File: config.mk
export PLATFORM = sky130hd
export DESIGN_NAME = spi_peripheral
export DESIGN_NICKNAME = d
export VERILOG_FILES = /design/src/rtl/spi_pkg.sv /design/src/rtl/spi_byte_fifo.sv /design/src/rtl/spi_peripheral.sv
export SDC_FILE = /design/constraint.sdc
export NUM_CORES = 1
export LEC_CHECK = 0
export ABC_AREA = 1
export CAP_MARGIN = 25
export CORE_MARGIN = 4
export CORE_UTILIZATION = 62
export CTS_BUF_LIST = sky130_fd_sc_hd__clkbuf_4 sky130_fd_sc_hd__clkbuf_8 sky130_fd_sc_hd__clkbuf_16
export DETAILED_ROUTE_END_ITERATION = 8
export GPL_ROUTABILITY_DRIVEN = 0
export GPL_TIMING_DRIVEN = 0
export MAX_ROUTING_LAYER = met4
export PLACE_DENSITY = 0.84
export SLEW_MARGIN = 20
export SYNTH_ARGS = -nofsm -noshare
export SYNTH_HDL_FRONTEND = slang
export SYNTH_HIERARCHICAL = 1
export SYNTH_SLANG_ARGS = --single-unit
File: constraint.sdc
create_clock -name clk -period 2.93 [get_ports clk]
set_clock_uncertainty 0.05 [all_clocks]
set_input_delay 0.586 -clock clk [delete_from_list [all_inputs] [get_ports clk]]
set_output_delay 0.586 -clock clk [all_outputs]
set_load 0.01 [all_outputs]
File: src/rtl/spi_pkg.sv
// Shared types and constants for the SPI peripheral slice.
package spi_pkg;

    typedef enum logic {
        IDLE,
        SHIFT
    } spi_periph_state_t;

    typedef logic [7:0] byte_t;

    localparam int unsigned SPI_FRAME_BITS = 8;

endpackage

File: src/rtl/spi_byte_fifo.sv
// Byte-wide synchronous FIFO with registered empty/full flags and async active-low clear.
module spi_byte_fifo
    import spi_pkg::*;
#(
    parameter int unsigned AW = 4
) (
    input  logic  clk,
    input  logic  rst_n,
    input  logic  push,
    input  byte_t din,
    input  logic  pop,
    output byte_t dout,
    output logic  empty,
    output logic  full
);

    localparam int unsigned DEPTH = 2 ** AW;

    byte_t         mem [DEPTH];
    logic [AW-1:0] wr_ptr;
    logic [AW-1:0] rd_ptr;
    logic [AW:0]   count;
    logic [AW:0]   count_d;
    logic          push_ok;
    logic          pop_ok;

    assign push_ok = push && !full;
    assign pop_ok  = pop && !empty;
    assign dout    = mem[rd_ptr];

    always_comb begin
        count_d = count;
        if (push_ok && !pop_ok) begin
            count_d = count + (AW+1)'(1);
        end else if (pop_ok && !push_ok) begin
            count_d = count - (AW+1)'(1);
        end
    end

    always_ff @(posedge clk or negedge rst_n) begin
        if (!rst_n) begin
            wr_ptr <= '0;
            rd_ptr <= '0;
            count  <= '0;
            empty  <= 1'b1;
            full   <= 1'b0;
        end else begin
            if (push_ok) begin
                wr_ptr <= wr_ptr + AW'(1);
            end
            if (pop_ok) begin
                rd_ptr <= rd_ptr + AW'(1);
            end
            count <= count_d;
            // Flags are registered from the next count so they settle one cycle after the access.
            empty <= (count_d == '0);
            full  <= (count_d == (AW+1)'(DEPTH));
        end
    end

    always_ff @(posedge clk) begin
        if (push_ok) begin
            mem[wr_ptr] <= din;
        end
    end

endmodule

File: src/rtl/spi_peripheral.sv
// SPI mode-0 target with byte-buffered TX/RX FIFOs on the host side.
// Define SPI_PERIPHERAL_LSB_FIRST_EN for LSB-first shifting (default MSB first).
module spi_peripheral
    import spi_pkg::*;
#(
    parameter int unsigned FIFO_AW     = 4,
    parameter byte_t       FILL_BYTE   = 8'hFF,
    parameter int unsigned SYNC_STAGES = 2
) (
    input  logic       clk,
    input  logic       rst_n,
    input  logic       wr,
    input  logic [7:0] din,
    input  logic       rd,
    output logic [7:0] dout,
    output logic       data_avail,
    output logic       tx_empty,
    output logic       tx_full,
    output logic       rx_overflow,
    input  logic       clr_ovf,
    output logic       busy,
    input  logic       sck,
    input  logic       cs,
    input  logic       mosi,
    output logic       miso,
    output logic       miso_oe
);

    logic [SYNC_STAGES-1:0] sck_sync;
    logic [SYNC_STAGES-1:0] cs_sync;
    logic [SYNC_STAGES-1:0] mosi_sync;
    logic                   sck_d;
    logic                   cs_d;
    logic                   sck_s;
    logic                   cs_s;
    logic                   mosi_s;
    logic                   sck_rise;
    logic                   sck_fall;
    logic                   cs_rise;
    logic                   cs_fall;

    spi_periph_state_t state_q;
    spi_periph_state_t state_d;

    byte_t                     tx_sr;
    logic [SPI_FRAME_BITS-2:0] rx_sr;
    logic [2:0]                bit_cnt;
    logic                      load_pend;

    logic  load;
    logic  tx_shift;
    logic  rx_shift;
    logic  byte_end;
    logic  abort;

    byte_t tx_head;
    byte_t rx_head;
    byte_t load_byte;
    byte_t tx_shifted;
    byte_t rx_next;
    logic  tx_pop;
    logic  rx_push;
    logic  rx_pop;
    logic  rx_empty;
    logic  rx_full;

    assign sck_s    = sck_sync[SYNC_STAGES-1];
    assign cs_s     = cs_sync[SYNC_STAGES-1];
    assign mosi_s   = mosi_sync[SYNC_STAGES-1];
    assign sck_rise = sck_s && !sck_d;
    assign sck_fall = !sck_s && sck_d;
    assign cs_rise  = cs_s && !cs_d;
    assign cs_fall  = !cs_s && cs_d;

    always_ff @(posedge clk or negedge rst_n) begin
        if (!rst_n) begin
            sck_sync  <= '0;
            cs_sync   <= '1;
            mosi_sync <= '0;
            sck_d     <= 1'b0;
            cs_d      <= 1'b1;
        end else begin
            sck_sync  <= {sck_sync[SYNC_STAGES-2:0], sck};
            cs_sync   <= {cs_sync[SYNC_STAGES-2:0], cs};
            mosi_sync <= {mosi_sync[SYNC_STAGES-2:0], mosi};
            sck_d     <= sck_s;
            cs_d      <= cs_s;
        end
    end

`ifdef SPI_PERIPHERAL_LSB_FIRST_EN
    assign miso       = tx_sr[0];
    assign tx_shifted = {1'b0, tx_sr[7:1]};
    assign rx_next    = {mosi_s, rx_sr};
`else
    assign miso       = tx_sr[7];
    assign tx_shifted = {tx_sr[6:0], 1'b0};
    assign rx_next    = {rx_sr, mosi_s};
`endif

    always_comb begin
        state_d  = state_q;
        load     = 1'b0;
        tx_shift = 1'b0;
        rx_shift = 1'b0;
        byte_end = 1'b0;
        abort    = 1'b0;
        case (state_q)
            IDLE: begin
                if (cs_fall) begin
                    state_d = SHIFT;
                    load    = 1'b1;
                end
            end
            SHIFT: begin
                if (cs_rise) begin
                    state_d = IDLE;
                    abort   = 1'b1;
                end else if (sck_rise) begin
                    rx_shift = 1'b1;
                    byte_end = (bit_cnt == 3'(SPI_FRAME_BITS - 1));
                end else if (sck_fall) begin
                    // The falling edge after a completed byte reloads rather than shifts.
                    if (load_pend) begin
                        load = 1'b1;
                    end else begin
                        tx_shift = 1'b1;
                    end
                end
            end
            default: state_d = IDLE;
        endcase
    end

    assign load_byte = tx_empty ? FILL_BYTE : tx_head;
    assign tx_pop    = load && !tx_empty;
    assign rx_push   = byte_end;
    assign rx_pop    = rd && data_avail;
    assign data_avail = !rx_empty;
    assign busy      = (state_q == SHIFT) && !cs_s;

    always_ff @(posedge clk or negedge rst_n) begin
        if (!rst_n) begin
            state_q     <= IDLE;
            tx_sr       <= '0;
            rx_sr       <= '0;
            bit_cnt     <= '0;
            load_pend   <= 1'b0;
            miso_oe     <= 1'b0;
            dout        <= '0;
            rx_overflow <= 1'b0;
        end else begin
            state_q <= state_d;
            miso_oe <= (state_d == SHIFT);

            if (load) begin
                tx_sr <= load_byte;
            end else if (tx_shift) begin
                tx_sr <= tx_shifted;
            end

            if (abort) begin
                bit_cnt   <= '0;
                load_pend <= 1'b0;
            end else if (rx_shift) begin
                rx_sr     <= rx_next[SPI_FRAME_BITS-2:0];
`ifdef SPI_PERIPHERAL_LSB_FIRST_EN
                rx_sr     <= rx_next[SPI_FRAME_BITS-1:1];
`endif
                bit_cnt   <= bit_cnt + 3'd1;
                load_pend <= byte_end;
            end else if (load) begin
                load_pend <= 1'b0;
            end

            if (rx_pop) begin
                dout <= rx_head;
            end

            if (rx_push && rx_full) begin
                rx_overflow <= 1'b1;
            end else if (clr_ovf) begin
                rx_overflow <= 1'b0;
            end
        end
    end

    spi_byte_fifo #(.AW(FIFO_AW)) u_tx_fifo (
        .clk   (clk),
        .rst_n (rst_n),
        .push  (wr),
        .din   (din),
        .pop   (tx_pop),
        .dout  (tx_head),
        .empty (tx_empty),
        .full  (tx_full)
    );

    spi_byte_fifo #(.AW(FIFO_AW)) u_rx_fifo (
        .clk   (clk),
        .rst_n (rst_n),
        .push  (rx_push),
        .din   (rx_next),
        .pop   (rx_pop),
        .dout  (rx_head),
        .empty (rx_empty),
        .full  (rx_full)
    );

endmodule

Word-level counts from Yosys, hierarchy flattened
Memories as Yosys holds them, arrays and structs flattened. A register that Yosys moved wholly into a read port is not among the register bits.
Cells that the tools add are included.
- output and inout port bits: 15
- logic and storage cells: 112
- memories: 2
- register bits after elaboration: 59
- bits in writable memories: 256
- bits of input ports: 16
- memory list (memory ; depth ; width ; read ports ; clocked after memory_dff ; write ports ; RTL line ; source):
    u_rx_fifo.mem ; 16 ; 8 ; 1 ; 1 ; 1 ; spi_byte_fifo.sv:19 ; byte_t mem [DEPTH];
    u_tx_fifo.mem ; 16 ; 8 ; 1 ; 0 ; 1 ; spi_byte_fifo.sv:19 ;
- equality and inequality tests: 3
- add/sub/neg operators: 9
- bitwise gates (word level): 2
- mux-type cells: 39
- reductions and logical operators: 36
- operators by type and width (operator ; number):
    two-way mux 1 bit ; 28
    two-way mux 8 bit ; 3
    two-way mux 5 bit ; 4
    adder 4 x 1 -> 4 bit (second input constant) ; 4
    logical AND 1 bit ; 16
    logical NOT 1 bit ; 13
    adder 5 x 1 -> 5 bit (second input constant) ; 2
    == test 5 bit (second input constant) ; 2
    logical NOT 5 bit ; 2
    subtractor 5 x 1 -> 5 bit (second input constant) ; 2
    two-way mux 3 bit ; 2
    nonzero test 2 bit ; 3
    one-hot mux 1 bit (2 select lines) ; 2
    adder 3 x 1 -> 3 bit (second input constant) ; 1
    == test 3 bit (second input constant) ; 1
    nonzero test 3 bit ; 1
    inverter 1 bit ; 2
    AND reduction 2 bit ; 1

Depth between registers and ports, before layout
Gate-level depths: netlist of run 1.
- word-level depth: 12
- mapped depth: 16
- gate-level depth less buffers: 16

Cells and area by module
Netlist of run 1, hierarchy kept.
- by module, submodules not included (module ; area an instance (um^2) ; sequential area each (um^2) ; cells each ; instances):
    spi_byte_fifo at u_rx_fifo ; 5975.7 ; 4220.3 ; 493 ; 1
    spi_byte_fifo at u_tx_fifo ; 5963.2 ; 4220.3 ; 495 ; 1
    spi_peripheral ; 1607.8 ; 929.6 ; 181 ; 1

Least setup slack after synthesis of run 1
Ideal clock, no wire load.
- kind: reg-to-reg
- from: reg cs_d
- to: mem u_rx_fifo/mem[11][0] in the netlist's numbering, enable pin
- library setup time: 370 ps
- cell stages (with the launch flop): 12
- clock period less this slack: 2327 ps
- path slack: 603 ps
- path buffers: 1
- data required time: 2510 ps
- arrival: 1906 ps
- path through: dfstp_2 inv_1 nand2_2 nand2_2 nor2_4 inv_2 nor2_1 inv_1 nor2_4 buf_6 nand2_1 nor2_1
- word-level cells in the longest chain between the ends: 7
- RTL lines (item ; RTL line ; source):
    from (decl) ; spi_peripheral.sv:33 ; logic cs_d;
    from (signal assigned) ; spi_peripheral.sv:87 ; cs_d <= cs_s;
    logical NOT 1 bit ; spi_peripheral.sv:72 ; assign cs_rise = cs_s && !cs_d;
    logical AND 1 bit ; spi_peripheral.sv:72 ;
    two-way mux 1 bit ; spi_peripheral.sv:116 ; if (cs_rise) begin
    two-way mux 1 bit ; spi_peripheral.sv:108 ; case (state_q)
    net byte_end ; spi_peripheral.sv:53 ; logic byte_end;
    logical AND 1 bit ; spi_byte_fifo.sv:27 ; assign push_ok = push && !full;
    two-way mux 1 bit ; spi_byte_fifo.sv:62 ; if (push_ok) begin
    two-way mux 1 bit (implied by the code) ; spi_byte_fifo.sv:63 ; mem[wr_ptr] <= din;
    to (decl) ; spi_byte_fifo.sv:19 ;
The timed path passes the listed nets, and every way through them passes these cells.

Worst setup path after layout of run 1
- from: reg cs_d
- to: mem u_rx_fifo/mem[14][2] in the netlist's numbering, enable pin
The elaborated chain is that of the path after synthesis.

==> impl_results.md, run 1 <==
- Min Tclk post-route: 2.76 ns
- Diodes inserted: 0
- Fin crit share: 94.2%
- Setup Total Neg Slack: 0 ns
- Synth Flop Type: edfxtp_1
- Worst-path fanout max: 10
- Yosys warns: 6
- Rows: 53
- Syn_area_per_cell: 11.6 µm²
- Commonest cells after routing, fill and taps aside: 256 x edfxtp_1, 200 x nor2_1, 150 x nand2_1, 132 x o21ai_0
- Lkg Pwr: 0.00572 µW
- Hold path startpoint: mosi_sync[0]
- Clk buf depth: 3
- Slew Viols, Final: 0
- Hold Fails Final Rpt: 0
- Setup crit start kind: register
- Htree depth: 1
- # clock sinks: 323
- Die height: 156 µm
- Area growth, synth to finish: 12.8%
- Global-route wire length before repair: 51.5 mm
- I/O Buffers: 30
- Reg2Reg Setup Slack: 0.17 ns
- Status: complete, but fails checks
- Clock transition at path regs: 0.06 ns
- Crit Path Class: register to register
- R2R depth: 11
- Wire per inst: 22.1 µm
- Synth Register Bits: 323
- CP required: 3.07 ns
- Crit end category: register
- DRC: 1
- Clk_lat worst skew: 0.57 ns
- Failing checks: DRC
- Drt pass-1 iters: 8
- Sequential element share of the synthesized area: 69.2%
- CTS tree: yes
- Hpwl dp: 21.3 mm
- Critical Path Start: cs_d
- Measured slew at the worst slew-check pin: 0.933 ns
- Antenna viol nets, final: 0
- Hold WC Path Type: register to register
- Peak VDD IR: 0.735 mV
- Reg2reg end: u_rx_fifo/mem[14][2]
- Boundary Pins: 31
- Reg2reg start: cs_d
- Fin area: 15300 µm²
- Via/cell ratio: 6.23
- Post-synth EDFFs: 256
- Fill count: 1365
- Max cap viols: 0
- Placed Instance Area: 14200 µm²
- Pwr Density: 992 nW/µm²
- Post-Syn Area: 13500 µm²
- Most common cell after layout, fill and taps aside: edfxtp_1
- Max Fclk: 0.362 GHz
- Setup Viol. Count Final: 0
- Vias in the first global route: 9434
- Initial Util: 63.6%
- Die width: 156 µm
- Initial antenna violation count: 0
- CTS root buf: clkbuf_16
- Share of cells above drive strength 1: 11.6%
- Total wire length: 33.8 mm
- DR vias: 9554
- Rel. slew slack: 37.6%
- CP arrival: 2.91 ns
- Setup crit end: u_rx_fifo/mem[14][2]
- Die area: 24300 µm²
- Grt ovf: 0
- 1st-iter DRT viols: 1260
- CTS Buf Count: 31
- FFs w/ async S/R, synth: 20.7%
- Largest net degree at the start of global routing: 59
- GRT Overall Usage: 28.6%
- Cells after Synth: 1169
- Util after Layout: 71.8%
- Unique masters post-synth: 32
- Nets: 1266
- Core area: 21300 µm²
- Mapped Nets: 1201
- Worst Hold Margin: 0.299 ns
## report_power, final
group / internal [µW] / leakage, µW / switching, µW
registers: 5590 / 0.00315 / 472
clock network: 2280 / 0.000504 / 1670
logic: 1570 / 0.00207 / 3560
## synth_stat cells (2+ instances only)
cell type	count	share of area [%]
a21oi_1	13	0.48
nor2_4	4	0.33
nand2_1	150	4.2
buf_2	22	0.81
nand3b_1	3	0.17
dfstp_2	5	0.97
dfrtp_1	62	11
buf_4	9	0.50
nor2_1	216	6.0
nand2_2	5	0.23
edfxtp_1	256	57
buf_6	7	0.58
clkbuf_1	13	0.36
xor2_1	13	0.84
o21ai_0	132	4.9
ha_1	16	1.5
nand2_4	3	0.25
nand3_1	60	2.2
inv_2	10	0.28
clkbuf_2	2	0.074
o21ai_1	12	0.44
clkinv_1	5	0.14
inv_1	64	1.8
nand4_1	13	0.60
nor2_2	4	0.18
o211ai_1	64	3.5
## per-layer routing
layer | up-vias | global-route usage, % | part of all wire, %
li1 | 4212 | - | -
met1 | 4561 | 37.7 | 36
met2 | 652 | 44.9 | 48
met3 | 129 | 5.46 | 12
met4 | 0 | 10.4 | 4.6
met5 | - | - | 0
## sequential cells by signal, indices dropped and copies added, names as in the netlist, 2 cells and up
register          count
sck_sync              2
u_tx_fifo/count       5
u_rx_fifo/count       5
u_tx_fifo/rd_ptr      4
rx_sr                 7
bit_cnt               3
u_tx_fifo/wr_ptr      4
u_rx_fifo/mem       128
tx_sr                 8
u_rx_fifo/rd_ptr      4
cs_sync               2
dout                  8
u_rx_fifo/wr_ptr      4
mosi_sync             2
u_tx_fifo/mem       128
## worst min-delay path by stage
stage,cells after the start,slack [ns],to
final,0,0.30,mosi_sync[1]
after global routing,0,0.30,mosi_sync[1]
after CTS,0,0.30,mosi_sync[1]
after detailed placement,0,0.29,mosi_sync[1]
after global placement,0,0.28,mosi_sync[1]
after floorplan,0,0.24,bit_cnt[0]
## stage by stage
step                      instances  setup WS (ns)  power [µW]
final                          1534          0.169       15200
after floorplan                1169          0.603        9140
after global placement         1474         -0.965       10700
after global routing           1534        -0.0120       15800
after detailed placement       1475         0.0809       11000
after CTS                      1534         0.0417       15000
## cell type report
class | count | area (µm²) | share of cell area (%)
sequential | 323 | 9370 | 61.3
buffer | 54 | 330 | 2.16
multi-input combinational | 713 | 3590 | 23.5
clock buffer | 37 | 833 | 5.45
inverter | 79 | 297 | 1.94
timing repair buffer | 32 | 335 | 2.19
clock inverter | 21 | 181 | 1.19
tap | 275 | 344 | 2.25
## cells by family after synthesis
group           share of synthesized area (%)
simple gates                             14.3
xor+xnor                                0.961
compound gates                           9.48
buf+inv                                  4.63
fa+ha+maj                                1.48
flops                                    69.2
## worst max-delay path: stages, from the launching register on
cell and delay, ns:
dfstp_2 0.53, inv_1 0.06, nand2_2 0.07, nand2_2 0.08, nor2_4 0.13, inv_2 0.10, nor2_1 0.19, inv_1 0.10
nor2_4 0.17, buf_6 0.17, nand2_1 0.21, nor2_2 0.52
## timing repair
item                       CTS  global route
setup buffers                0             0
hold endpoints to repair     9             0
hold buffers                 1             0
gates resized for setup      0            16
setup endpoints to repair    0           128
No activity file was read; power rests on OpenSTA's default activity.
==> run 2, diff against run 1 <==
Settings changed: CORE_UTILIZATION 62 to 56, MAX_ROUTING_LAYER met4 to not set, PLACE_DENSITY 0.84 to 0.8.
Clock period 2.93 ns to 2.2 ns, I/O delays scaled along.
==> impl_results.md, run 2 (same netlist as run 1, synthesis figures left out) <==
- Unrepaired setup endpoints after global routing: yes
- Nets: 1288 (+1.7%)
- Hold WC Path Type: input port to asynchronous set/reset pin
- Setup crit start kind: register
- Die height: 164 µm (+5.0%)
- Share of cells above drive strength 1: 14.5% (+2.9 points)
- Core area: 23600 µm² (+11%)
- Most common cell after layout, fill and taps aside: edfxtp_1
- CP arrival: 2.32 ns (-0.59 ns)
- CTS tree: yes
- Die width: 164 µm (+5.0%)
- GRT Overall Usage: 25.9% (-2.7 points)
- Status: finished clean
- Crit Path Class: register to register
- Global-route wire length before repair: 52.6 mm (+2.0%)
- Measured slew at the worst slew-check pin: 0.865 ns (-0.0680 ns)
- Htree depth: 1 (unchanged)
- Commonest cells after routing, fill and taps aside: 256 x edfxtp_1, 195 x nor2_1, 140 x nand2_1, 132 x o21ai_0, 64 x o211ai_1
- Diodes inserted: 0 (unchanged)
- CTS Buf Count: 31 (unchanged)
- Hpwl dp: 21.0 mm (-1.2%)
- Vias in the first global route: 9553 (+1.3%)
- Die area: 26700 µm² (+10%)
- Initial antenna violation count: 0 (unchanged)
- Total area of sequential cells: 9370 µm² (unchanged)
- Slew Viols, Final: 0 (unchanged)
- Grt ovf: 0 (unchanged)
- Fin crit share: 96.8% (+2.6 points)
- Peak VDD IR: 0.905 mV (+23%)
- Clk buf depth: 3 (unchanged)
- Top Registers: u_rx_fifo/mem x128, u_tx_fifo/mem x128
- R2R depth: 11 (unchanged)
- Worst-path fanout max: 9 (-1)
- Setup Viol. Count Final: 0 (unchanged)
- 1st-iter DRT viols: 1400 (+11%)
- Drt pass-1 iters: 6 (-2)
- Place WS: -0.694 ns (-0.775 ns)
- Largest net degree at the start of global routing: 59 (unchanged)
- DRC: 0 (-1)
- Area growth, synth to finish: 17.2%
- # clock sinks: 323 (unchanged)
- CP required: 2.39 ns (-0.68 ns)
- Boundary Pins: 31 (unchanged)
- Min Tclk post-route: 2.13 ns (-0.631 ns)
- Fill count: 1594 (+17%)
- Reg2Reg Setup Slack: 0.07 ns (-0.10 ns)
- I/O Buffers: 30 (unchanged)
- Clk_lat worst skew: 0.57 ns (about the same)
- Lkg Pwr: 0.00591 µW (+3.3%)
- Reg2reg end: u_rx_fifo/mem[10][7]
- Footprint of the multi-input gates: 3790 µm² (+5.5%)
- Total wire length: 34.7 mm (+2.5%)
- Max Fclk: 0.469 GHz (+30%)
- CTS root buf: clkbuf_16
- Hold Fails Final Rpt: 0 (unchanged)
- Pwr Density: 1290 nW/µm² (+30%)
- Wire per inst: 21.7 µm (-1.6%)
- Reg2reg start: cs_d
- Via/cell ratio: 6.10 (-2.0%)
- Max cap viols: 0 (unchanged)
- Rows: 56 (+5.7%)
- Rel. slew slack: 42.1% (+4.5 points)
- Initial Util: 57.4% (-6.3 points)
- Clock transition at path regs: 0.06 ns (about the same)
- Util after Layout: 67.2% (-4.6 points)
- Antenna viol nets, final: 0 (unchanged)
- DR vias: 9749 (+2.0%)
- Final WS setup: 0.0694 ns (-0.0993 ns)
- Crit end category: register
run 2: routing by layer:
metal | wire (µm) | up-vias | GRT usage (%) | share of wire, %
met3 | 3930 | 116 | 5.07 | 11
met4 | 1250 | 0 | 9.19 | 3.6
met5 | 0 | - | 0 | 0
met2 | 16800 | 672 | 42.8 | 49
li1 | - | 4262 | - | -
met1 | 12700 | 4699 | 34.5 | 37
run 2: worst max path at each step:
stage / start / end / slack [ns]
floorplan: cs_d / u_rx_fifo/mem[15][0] / -0.13
global placement: rst_n / u_tx_fifo/rd_ptr[3] / -1.53
detailed placement: cs_d / u_rx_fifo/mem[15][2] / -0.69
CTS: cs_d / u_rx_fifo/mem[10][7] / 0.006
global route: cs_d / u_rx_fifo/full / -0.02
finish: cs_d / u_rx_fifo/mem[10][7] / 0.07
run 2: repair_timing:
item,4_1_cts,5_1_grt
setup buffers,20,3
pin swaps,15,14
hold buffers,1,0
gates resized for setup,43,28
endpoints found under the hold margin,62,0
endpoints found under the setup margin,134,146
gates cloned,0,0
run 2: area by class of cell:
type	instances	share of cell area [%]
sequential	323	59.0
multi-input combinational	713	23.9
clock buffer	33	4.98
timing repair buffer	55	3.98
tap	319	2.51
buffer	53	2.07
inverter	79	1.92
clock inverter	22	1.65
run 2: critical path: stages (launching register included):
cell     delay [ns]
dfstp_2        0.52
inv_1          0.06
nand2_2        0.09
nand2_4        0.07
nor2_4         0.12
inv_4          0.07
nor2_4         0.11
inv_2          0.05
nor2_4         0.11
buf_12         0.18
nand2_8        0.09
nor2_4         0.27
run 2: power breakdown:
| part | switching [µW] | internal (µW) |
|---|---|---|
| registers | 632 | 7450 |
| clock network | 2220 | 3280 |
| logic | 4730 | 2130 |
run 2: per-stage QoR:
stage          instances  cell area [µm²]  TNS [ns]  total power (µW)  hold WS, ns
5_1_grt             1597            15900   -0.0412             21400        0.214
4_1_cts             1595            15800         0             20100        0.187
2_1_floorplan       1169            13600    -10.01             12200       0.0944
6_report            1597            15900         0             20400        0.198
3_5_place_dp        1519            14300   -107.11             14600        0.239
3_3_place_gp        1518            14300   -196.05             14300        0.283
==> variant: new RTL, config.mk and constraints of run 2 <==
The parameter `FIFO_AW` goes from 4 to 3.
--- a/src/rtl/spi_peripheral.sv
+++ b/src/rtl/spi_peripheral.sv
@@ -5,3 +5,3 @@
 #(
-    parameter int unsigned FIFO_AW     = 4,
+    parameter int unsigned FIFO_AW     = 3,
     parameter byte_t       FILL_BYTE   = 8'hFF,
Function: changed (Yosys sat finds a counterexample within 10 cycles, from zero or initial values and one cycle with rst_n low).
==> variant against run 2 <==
Synthesized area shrank 41%; highest routed layer unchanged; critical endpoint is now u_tx_fifo/mem[0][3]; non-clock buffer count shrank 42; core utilization increased by 0.21 points; final area is 41% lower; wire length is 53% lower; power fell by 42%; worst setup slack lost 0.025 ns; sequential cell count down 134; synthesized cell count down 35%; via count down 43%.
==> variant: results (changes against run 2) <==
status:
  status: "complete, no violations"
synth:
  ys_types: 31  # -3.1%
  synth_nets: 782  # -35%
  synth_edf_count: 128  # -50%
  synth-async-reset-ratio_pct: 32.3  # +12 points
  syn-instance-count: 756  # -35%
routing:
  met1_length_mm: 6.20  # -51%
  drt_first_pass_iters: 5  # -1
  route.met2.wl_mm: 8.64  # -49%
cells_and_area:
  inverters_excl_clock: 56  # -29%
  clockBufferCount: 22  # -33%
  fin_nets: 844  # -34%
grt:
  use_met2_pct: 38.0  # -4.8 points
  use_met3_pct: 4.14  # -0.93 points
  grt_pass1_vias: 5567  # -42%
  grt_pass1_wl_mm: 26.5  # -50%
  track_usage_pct: 21.1  # -4.8 points
setup_path:
  crit_path_start: "wr"
  cp_max_fo: 8  # -1
  cpPeakStageDelay_ns: 0.70  # +0.18 ns
power:
  p_seq_w: 0.00498  # -38%
  p_total_w: 0.0118  # -42%
  ir_drop_uv: 701  # -23%
placed_design:
  post_dp_cell_area_um2: 8550  # -40%
  dp_slack_ns: -0.709  # -0.0153 ns
cts:
  postCtsResizedCells: 24  # -44%
  clock_latency_ns: 0.43  # -0.14 ns
  htreeDepth: 4  # +3
  clock_sinks: 189  # -41%
timing:
  fmax_ghz: 0.464  # -1.1%
## variant: changes by cell type after synthesis, moves of 14 or more
cell / run 2 / this run
o21ai_0: 132 / 83
edfxtp_1: 256 / 128
o21ai_1: 12 / 26
inv_1: 64 / 47
nand3_1: 60 / 21
nand2_1: 150 / 174
nor2_1: 216 / 128
o211ai_1: 64 / 0
## variant: cells by family after synthesis
logic type,count (synthesis),synth area share (%)
simple gates,359,19.0
flops,189,67.2
compound gates,112,7.15
buf+inv,79,4.36
fa+ha+maj,10,1.56
xor+xnor,7,0.766
## variant: path summary, 6_finish.rpt
| path | end | cells past startpoint |
|---|---|---|
| worst max register to register | u_rx_fifo/mem[6][5] | 9 |
| max in group asynchronous | cs_sync[1] | 3 |
| worst max-delay path | u_tx_fifo/mem[0][3] | 4 |
| worst min-delay path | dout[3] | 2 |
| worst min register to register | sck_sync[1] | 0 |
| min in group clk | sck_sync[1] | 0 |
